==> src/rtl/robs_pkg.sv <==
// Shared definitions for the Robertson multiplier sequencer and its datapath:
// state encoding, control-word bit positions, select encodings and the decoder.
package robs_pkg;

  localparam int CW = 15;

  typedef enum logic [3:0] {
    S_IDLE,
    S_INIT,
    S_LOADR,
    S_TEST,
    S_ADD,
    S_SUB,
    S_SHIFT,
    S_WRITE,
    S_STORE,
    S_DONE
  } state_t;

  localparam int C_LDY   = 0;
  localparam int C_CRST  = 1;
  localparam int C_CLRA  = 2;
  localparam int C_LDX   = 3;
  localparam int C_RHSEL = 4;   // two bits: 5:4
  localparam int C_RLSEL = 6;
  localparam int C_XSEL  = 7;
  localparam int C_LDRH  = 8;
  localparam int C_LDRL  = 9;
  localparam int C_ALU   = 10;
  localparam int C_SHA   = 11;
  localparam int C_SHE   = 12;
  localparam int C_DEC   = 13;
  localparam int C_LDA   = 14;

  localparam logic [1:0] RH_A     = 2'd0;
  localparam logic [1:0] RH_SHIFT = 2'd1;
  localparam logic [1:0] RH_ALU   = 2'd2;

  localparam logic RL_X     = 1'b0;
  localparam logic RL_SHIFT = 1'b1;

  localparam logic X_MULT = 1'b0;
  localparam logic X_RLOW = 1'b1;

  localparam logic ALU_ADD = 1'b1;
  localparam logic ALU_SUB = 1'b0;

  function automatic logic [CW-1:0] decode(input state_t s);
    logic [CW-1:0] w;
    w = '0;
    case (s)
      S_INIT: begin
        w[C_LDY]  = 1'b1;
        w[C_CRST] = 1'b1;
        w[C_CLRA] = 1'b1;
        w[C_LDX]  = 1'b1;
        w[C_XSEL] = X_MULT;
      end
      S_LOADR: begin
        w[C_LDRH]        = 1'b1;
        w[C_LDRL]        = 1'b1;
        w[C_RHSEL +: 2]  = RH_A;
        w[C_RLSEL]       = RL_X;
      end
      S_ADD: begin
        w[C_LDRH]       = 1'b1;
        w[C_RHSEL +: 2] = RH_ALU;
        w[C_ALU]        = ALU_ADD;
      end
      S_SUB: begin
        w[C_LDRH]       = 1'b1;
        w[C_RHSEL +: 2] = RH_ALU;
        w[C_ALU]        = ALU_SUB;
      end
      S_SHIFT: begin
        w[C_SHA] = 1'b1;
        w[C_SHE] = 1'b1;
      end
      S_WRITE: begin
        w[C_LDRH]       = 1'b1;
        w[C_LDRL]       = 1'b1;
        w[C_DEC]        = 1'b1;
        w[C_RHSEL +: 2] = RH_SHIFT;
        w[C_RLSEL]      = RL_SHIFT;
      end
      S_STORE: begin
        w[C_LDA]  = 1'b1;
        w[C_LDX]  = 1'b1;
        w[C_XSEL] = X_RLOW;
      end
      default: w = '0;
    endcase
    return w;
  endfunction

endpackage

==> src/rtl/robs_control.sv <==
// Moore sequencer for the signed Robertson multiplier: walks the multiplier
// bits LSB first, adding (or subtracting on the sign bit) and shifting.
//
// state  | meaning
// IDLE   | waiting for start, control word idle
// INIT   | load Y and X, clear A, reset datapath down-counter
// LOADR  | R <= {A, X}
// TEST   | branch on current multiplier bit
// ADD    | RH <= RH + Y
// SUB    | RH <= RH - Y (sign bit of multiplier only)
// SHIFT  | arithmetic right shift of R into shifter
// WRITE  | R <= shifted, counter decrement, iteration check
// STORE  | A <= RH, X <= R low (product = {A, X})
// DONE   | one-cycle completion pulse
module robs_control
  import robs_pkg::*;
#(
  parameter int WIDTH = 8
) (
  input  logic          clk,
  input  logic          reset,
  input  logic          start,
  input  logic          zr,
  input  logic          zq,
  output logic [CW-1:0] c,
  output logic          busy,
  output logic          done,
  output logic          err
);

  localparam int IW = (WIDTH > 1) ? $clog2(WIDTH) : 1;
  localparam logic [IW-1:0] LAST = IW'(WIDTH - 1);

  state_t        state, state_nxt;
  logic [IW-1:0] iter, iter_nxt;
  logic          err_nxt;
  logic          last;

  assign last = (iter == LAST);

  always_ff @(posedge clk or negedge reset) begin
    if (!reset) begin
      state <= S_IDLE;
      iter  <= '0;
      err   <= 1'b0;
    end else begin
      state <= state_nxt;
      iter  <= iter_nxt;
      err   <= err_nxt;
    end
  end

  always_comb begin
    state_nxt = state;
    iter_nxt  = iter;
    err_nxt   = err;
    case (state)
      S_IDLE: begin
        if (start) begin
          state_nxt = S_INIT;
          err_nxt   = 1'b0;
        end
      end
      S_INIT: begin
        iter_nxt  = '0;
        state_nxt = S_LOADR;
      end
      S_LOADR: state_nxt = S_TEST;
      S_TEST: begin
        if (zr)        state_nxt = S_SHIFT;
        else if (last) state_nxt = S_SUB;
        else           state_nxt = S_ADD;
      end
      S_ADD:   state_nxt = S_SHIFT;
      S_SUB:   state_nxt = S_SHIFT;
      S_SHIFT: state_nxt = S_WRITE;
      S_WRITE: begin
        // zq is only a consistency check; iter alone decides termination
        if (zq != last) err_nxt = 1'b1;
        if (last) begin
          state_nxt = S_STORE;
        end else begin
          iter_nxt  = iter + 1'b1;
          state_nxt = S_TEST;
        end
      end
      S_STORE: state_nxt = S_DONE;
      S_DONE:  state_nxt = S_IDLE;
      default: state_nxt = S_IDLE;
    endcase
  end

  assign c    = decode(state);
  assign busy = (state != S_IDLE);
  assign done = (state == S_DONE);

endmodule

==> config.mk <==
export PLATFORM = sky130hd
export DESIGN_NAME = robs_control
export DESIGN_NICKNAME = d
export VERILOG_FILES = /design/src/rtl/robs_pkg.sv /design/src/rtl/robs_control.sv
export SDC_FILE = /design/constraint.sdc
export NUM_CORES = 1
export LEC_CHECK = 0
export CAP_MARGIN = 5
export CORE_MARGIN = 3
export CORE_UTILIZATION = 40
export DETAILED_ROUTE_END_ITERATION = 16
export PLACE_DENSITY = 0.73
export SYNTH_ARGS = -nofsm -noshare
export SYNTH_HDL_FRONTEND = slang
export SYNTH_SLANG_ARGS = --single-unit
==> constraint.sdc <==
create_clock -name clk -period 3.9 [get_ports clk]
set_clock_uncertainty 0.05 [all_clocks]
set_input_delay 0.39 -clock clk [delete_from_list [all_inputs] [get_ports clk]]
set_output_delay 0.39 -clock clk [all_outputs]
set_load 0.005 [all_outputs]
==> summary.md, run 1 <==
| Metric | Value |
|---|---|
| Status | finished clean |
| Area growth syn-to-layout | 30.02% |
| Pins Over Slew Limit | 0 |
| Post-Syn Area | between 600 and 700 sq um |
| Via count | 546 |
| Minimum clock period | around 2.5 ns |
| Hpwl dp | ~950 um |
| Count of cell types in the netlist | 32 |
| Slack of the critical path | 1.398 ns |
| Worst-Skew Late Latency | around 0.25 ns |
| Die area | between 2000 and 2500 sq um |
| Power per cell area | 787.1 nW/um^2 |
| Layout cells sized above 1 | 6.897% |
| Cell row count | 13 |
| Max Root-Sink Buffers | 2 |
| Vias in the first global route | around 460 |
| Synthesized flop and latch total | 8 |
| Yosys warnings | 0 |
| Static Leak | 0.0003729 uW |
| Fmax | ~0.4 GHz |
| Hold buffers post-CTS | 0 |
| Ports | 23 |
| Final setup vio count | 0 |
| First-pass GRT wire length | 2007 um |
| Dpl cells | slightly below 100 |
| Final ANT Viol Nets | 0 |
| Max-cap violations | 0 |
| Slowest cell on the critical path | clkdlybuf4s50_1 |
| Mapped Cells | 73 |
| H-tree depth | 1 |
| Overflow after GRT | 0 |
| Core Region | 1383 sq um |
| Chip width | 45.67 um |
| Initial cell density of the core | 45.52% |
| Slew margin rel. | about two thirds |
| Antenna diodes | 0 |
| Largest stage delay on the critical path | ~0.57 ns |
| CP max FO | 16 |
| Post-CTS setup buffers | 0 |
| Worst-path clk slew | 0.06 ns |
| 1st-iter DRT viols | 7 |
| Die Y | 45.67 um |
| Slew @ Worst Pin | 0.4713 ns |
| WL final | 1208 um |
| Final #Nets | 97 |
| GP Congestion | 0.7767 |
| Maximum VDD drop | 0.4916 mV |
| Setup WS pre-CTS | ~1.7 ns |
| Syn_area_per_cell | 8.621 sq um |
| DRT Pass-1 Iters | 4 |
| Syn_nets | 81 |
| Vias per cell | approximately 5.4 |
| DRC | 0 |
| Num CTS Buffers | 3 |
| RSZ-0062 raised after global routing | no |
| WP data required | 3.46 ns |
| Port buffer count | 22 |
| CP Cell Sequence | or2_2 > nor3b_1 > clkdlybuf4s50_1 |
| Final period utilization | 64.15% |
| Critical path arrival | 2.06 ns |
| Final Hold Viols | 0 |
| Post_cts resized | 0 |
| WL per Instance | 11.84 um |
| Critical Path Source Type | flop |
| Non-filler cells, final | 102 |
| Root Driver | clkbuf_4 |
| Crit path capture type | output port |
| Pin count of the biggest net entering global routing | 17 |
| CP Class | reg2out |
| Post-synthesis sequential area ratio | a little under a third |
| Initial antenna violation count | 0 |
| Setup TNS Final | 0 ns |
| Clock sink total | 8 |
| HP Class | in2async |
| GRT Util Overall | roughly 13% |
| CTS tree | built |
-- state kept, by name, summed over array words and instances (netlist names) --
| register | count |
|---|---|
| state | 4 |
| iter | 3 |
| err | 1 |
-- routing by layer --
metal / track usage [%] / part of all wire, % / wire length [um]
met5: 0 / 0 / 0
met3: 3.557 / 5.4 / 65
met1: 18.87 / 47 / 571
met4: 7.018 / 0 / 0
met2: 18.38 / 47 / 571
-- final timing paths --
check	start	slack [ns]	endpoint	cells after the start
max	state[1]	1.40	c[14]	3
min	reset	0.36	iter[2]	1
max reg2reg	iter[0]	2.26	iter[0]	4
min reg2reg	iter[1]	0.46	iter[1]	1
max in group asynchronous	reset	3.16	state[0]	1
min in group clk	iter[1]	0.46	iter[1]	1
-- critical path, delay by kind of cell, from the launching register on --
kind                   cells  cell delay [ns]
buffers and inverters      1             0.57
AND/OR/NAND/NOR            2             0.71
flip-flops                 1             0.53
-- power by group --
group	internal, uW	switching (uW)	total (uW)
clock network	35.1	26.6	61.7
logic	231	155	386
registers	119	77.0	196
-- logic make-up (layout without fill, tap and decap cells) --
kind of cell,Yosys count,in the layout,synth area share (%)
DFF,8,8,31.81
muxes,1,1,1.591
xor gates and xnor gates,4,4,5.568
AOI/OAI and AO/OA,13,13,14.71
buffers and inverters,16,30,14.51
and+or+nand+nor,28,28,25.85
adders and majority gates,3,3,5.965
-- cells in the final DEF, fill, tap and decap left out --
cell type / instances
or2_1: 1
o31a_1: 1
nor3b_1: 1
or4_1: 1
a41o_1: 1
inv_1: 5
or4_4: 1
o21ai_0: 1
nor4b_1: 1
o21ai_2: 1
a21oi_1: 3
o211ai_1: 1
and4_1: 1
xor2_1: 2
a22o_1: 2
nand4b_1: 1
nor2_1: 6
xnor2_1: 2
nand2_1: 2
and3b_1: 1
nand3_1: 1
o21ai_1: 1
mux2i_1: 1
clkdlybuf4s50_1: 22
o21bai_1: 1
clkbuf_4: 3
a21o_1: 1
ha_1: 3
dfrtp_1: 8
nor3_1: 7
or2_2: 1
nand2b_1: 3
-- stage by stage --
stage               utilization (%)  hold WS (ns)  power [uW]  cell area [sq um]
CTS                           59.19        0.3656       651.5              818.3
global placement              57.56        0.4394       580.7              795.8
detailed placement            57.56        0.4506       585.5              795.8
finish                        59.19        0.3639       644.1              818.3
global route                  59.19        0.3698       708.5              818.3
floorplan                         -       0.04441       441.2              629.4
-- cell type report --
type / instances / area (sq um)
repair buffers: 22 / 220.2
well taps: 15 / 18.77
flip-flops and latches: 8 / 200.2
inverters: 5 / 18.77
fillers: 115 / 564.3
multi-input cells: 49 / 337.8
clock buffers: 3 / 22.52
-- synthesized netlist by cell type, drive strengths merged --
master / instances / area, sq um
a21o: 1 / 7.510
a21oi: 3 / 15.01
a22o: 2 / 17.52
a41o: 1 / 10.01
and3b: 1 / 8.760
and4: 1 / 8.760
buf: 11 / 72.57
dfrtp: 8 / 200.2
ha: 3 / 37.54
inv: 5 / 18.77
mux2i: 1 / 10.01
nand2: 2 / 7.510
nand2b: 3 / 18.77
nand3: 1 / 5.000
nand4b: 1 / 8.760
nor2: 6 / 22.52
nor3: 7 / 35.03
nor3b: 1 / 7.510
nor4b: 1 / 8.760
o211ai: 1 / 7.510
o21ai: 3 / 18.76
o21bai: 1 / 7.510
o31a: 1 / 8.760
or2: 2 / 12.52
or4: 2 / 18.77
xnor2: 2 / 17.52
xor2: 2 / 17.52
(Power assumes the default switching activity.)
==> run 2: changes to the inputs <==
- clock period: 3.9 -> 2.5 ns (I/O delays scaled with it)
==> results of run 2 <==
Same layout as run 1 (identical final DEF). Status: finished clean.
Among the figures that moved: setup slack after placement 1.663 ns -> 0.4031 ns; setup slack after layout 1.398 ns -> 0.1381 ns; hold slack 0.3639 ns -> 0.2239 ns; register-to-register setup slack 2.26 ns -> 0.86 ns; total power 644.1 uW -> 1005 uW; worst IR drop on VDD 0.4916 mV -> 0.7670 mV
==> run 3: changes to the inputs <==
- CORE_UTILIZATION: 40 -> 42
- PLACE_DENSITY: 0.73 -> 0.76
==> run 3 against run 2 <==
Net effect:
- clock-buffer cell count unchanged
- utilization up 1.8 points
- total power grew 1.0%
- design area increased by 0.61%
- first-iteration DRC count shrank 29%
- global-route usage grew 1.6 points
- die area fell by 4.1%
- largest power group unchanged
- highest routed layer is now met4
==> summary.md, run 3 (synthesized netlist as in run 1, its figures left out) <==
| Metric | Value |
|---|---|
| Status | finished clean |
| Vias in the first global route | 494 |
| Critical path arrival | ~1.9 ns |
| DRC | 0 |
| Setup TNS Final | 0 ns |
| Worst reg2reg startpoint | iter[0] |
| Setup WS pre-CTS | 0.4328 ns |
| Largest stage delay on the critical path | 0.54 ns |
| Core Region | 1350 sq um |
| First-pass GRT wire length | 2180 um |
| Port buffer count | 22 |
| 1st-iter DRT viols | 5 |
| GP Congestion | around 0.8 |
| Ports | 23 |
| Chip width | 44.71 um |
| Overflow after GRT | 0 |
| Final period utilization | 89.65% |
| Minimum clock period | 2.241 ns |
| Non-filler cells, final | around 100 |
| Root Driver | clkbuf_4 |
| Static Leak | 0.0003730 uW |
| H-tree depth | 1 |
| WP data required | 2.20 ns |
| Initial antenna violation count | 0 |
| Cell row count | 13 |
| Vias per cell | 5.363 |
| Layout cells sized above 1 | 8.046% |
| Pin count of the biggest net entering global routing | 17 |
| Slack of the critical path | 0.2588 ns |
| Commonest non-fill, non-tap cell in the layout | clkdlybuf4s50_1 |
| Fmax | 0.4462 GHz |
| Initial cell density of the core | 46.62% |
| Hpwl dp | around 1000 um |
| HP Class | in2async |
| Via count | 547 |
| CP Class | reg2out |
| Worst-Skew Late Latency | between 0.2 and 0.3 ns |
| Crit path capture type | output port |
| Worst reg-to-reg setup slack | 0.86 ns |
| Max-cap violations | 0 |
| WL per Instance | 12.53 um |
| Final setup vio count | 0 |
| Pins Over Slew Limit | 0 |
| Max Root-Sink Buffers | 2 |
| Maximum VDD drop | 0.6260 mV |
| Antenna diodes | 0 |
| Top reg by flops | state |
| Area growth syn-to-layout | 30.82% |
| Die Y | 44.71 um |
| Commonest cells after routing, fill and taps aside | clkdlybuf4s50_1, dfrtp_1, nor3_1 |
| DRT Pass-1 Iters | 4 |
| CP max FO | 16 |
| Final #Nets | 97 |
| Dpl cells | 99 |
| Final Hold Viols | 0 |
| Clock sink total | 8 |
| Fin util | 60.98% |
| RSZ-0062 raised after global routing | no |
| Largest regs | state x4, iter x3, err x1 |
| CP Cell Sequence | or2_2 > nor3b_2 > clkdlybuf4s50_1 |
| Slowest cell on the critical path | clkdlybuf4s50_1 |
| CTS tree | built |
| Num CTS Buffers | 3 |
| Slew @ Worst Pin | 0.4751 ns |
| FF-to-FF path depth | 4 |
| Worst-path clk slew | 0.06 ns |
| Slew margin rel. | 68.33% |
| GRT Util Overall | 14.93% |
| Critical Path Source Type | flop |
| WL final | approximately 1300 um |
| Final ANT Viol Nets | 0 |
| Power per cell area | 1233 nW/um^2 |
| Filler cells | 121 |
| Die area | 1999 sq um |
| RR Endpoint | iter[0] |
| Max FFs per register | 4 |
| Hold buffers post-CTS | 0 |
==> run 3: worst max path at each step <==
stage	from	endpoint	slack, ns	cells past startpoint
floorplan	iter[0]	iter[0]	0.97	4
global placement	state[1]	c[7]	0.46	3
detailed placement	state[1]	c[14]	0.43	3
CTS	state[1]	c[14]	0.15	3
global route	state[1]	c[8]	0.1	4
finish	state[1]	c[7]	0.26	3
==> run 3: routing by layer <==
layer  GRT usage (%)  share of wire [%]  wire length (um)
met1           20.35                 48               608
met3           5.976                5.7                73
met5               0                  0                 0
met4           3.614               0.31                 4
met2           22.06                 46               591
==> run 3: timing repair <==
| item | 4_1_cts | 5_1_grt |
|---|---|---|
| gates resized for setup | 0 | 1 |
| endpoints found under the setup margin | 0 | 2 |
| setup buffers | 0 | 0 |
==> run 3: cell type report <==
class                      instances  area (sq um)  share of cell area, %
clock buffer                       3         22.52                  2.736
timing repair buffer              22         220.2                  26.75
tap                               15         18.77                  2.280
sequential                         8         200.2                  24.32
inverter                           5         18.77                  2.280
multi-input combinational         49         342.8                  41.64
==> run 3: where the power goes <==
| group | switching (uW) | internal (uW) | leakage [uW] |
|---|---|---|---|
| Clock | 43.6 | 54.9 | 0.0000138 |
| Sequential | 118 | 185 | 0.0000930 |
| Combinational | 250 | 363 | 0.000266 |
| Total | 412 | 603 | 0.000373 |
==> run 3: per-stage QoR <==
stage                     hold slack [ns]  power, uW  cell area [sq um]
after global placement             0.4391      906.7              795.8
after global routing               0.2335       1115              823.3
final                              0.2123       1015              823.3
after floorplan                  -0.09559      688.3              629.4
after detailed placement           0.4475      921.5              795.8
after CTS                          0.2257       1024              818.3
==> run 3: critical path, delay by kind of cell (launching register included) <==
kind	cells	cell delay [ns]
and+or+nand+nor	2	0.62
buffers and inverters	1	0.54
DFF	1	0.53
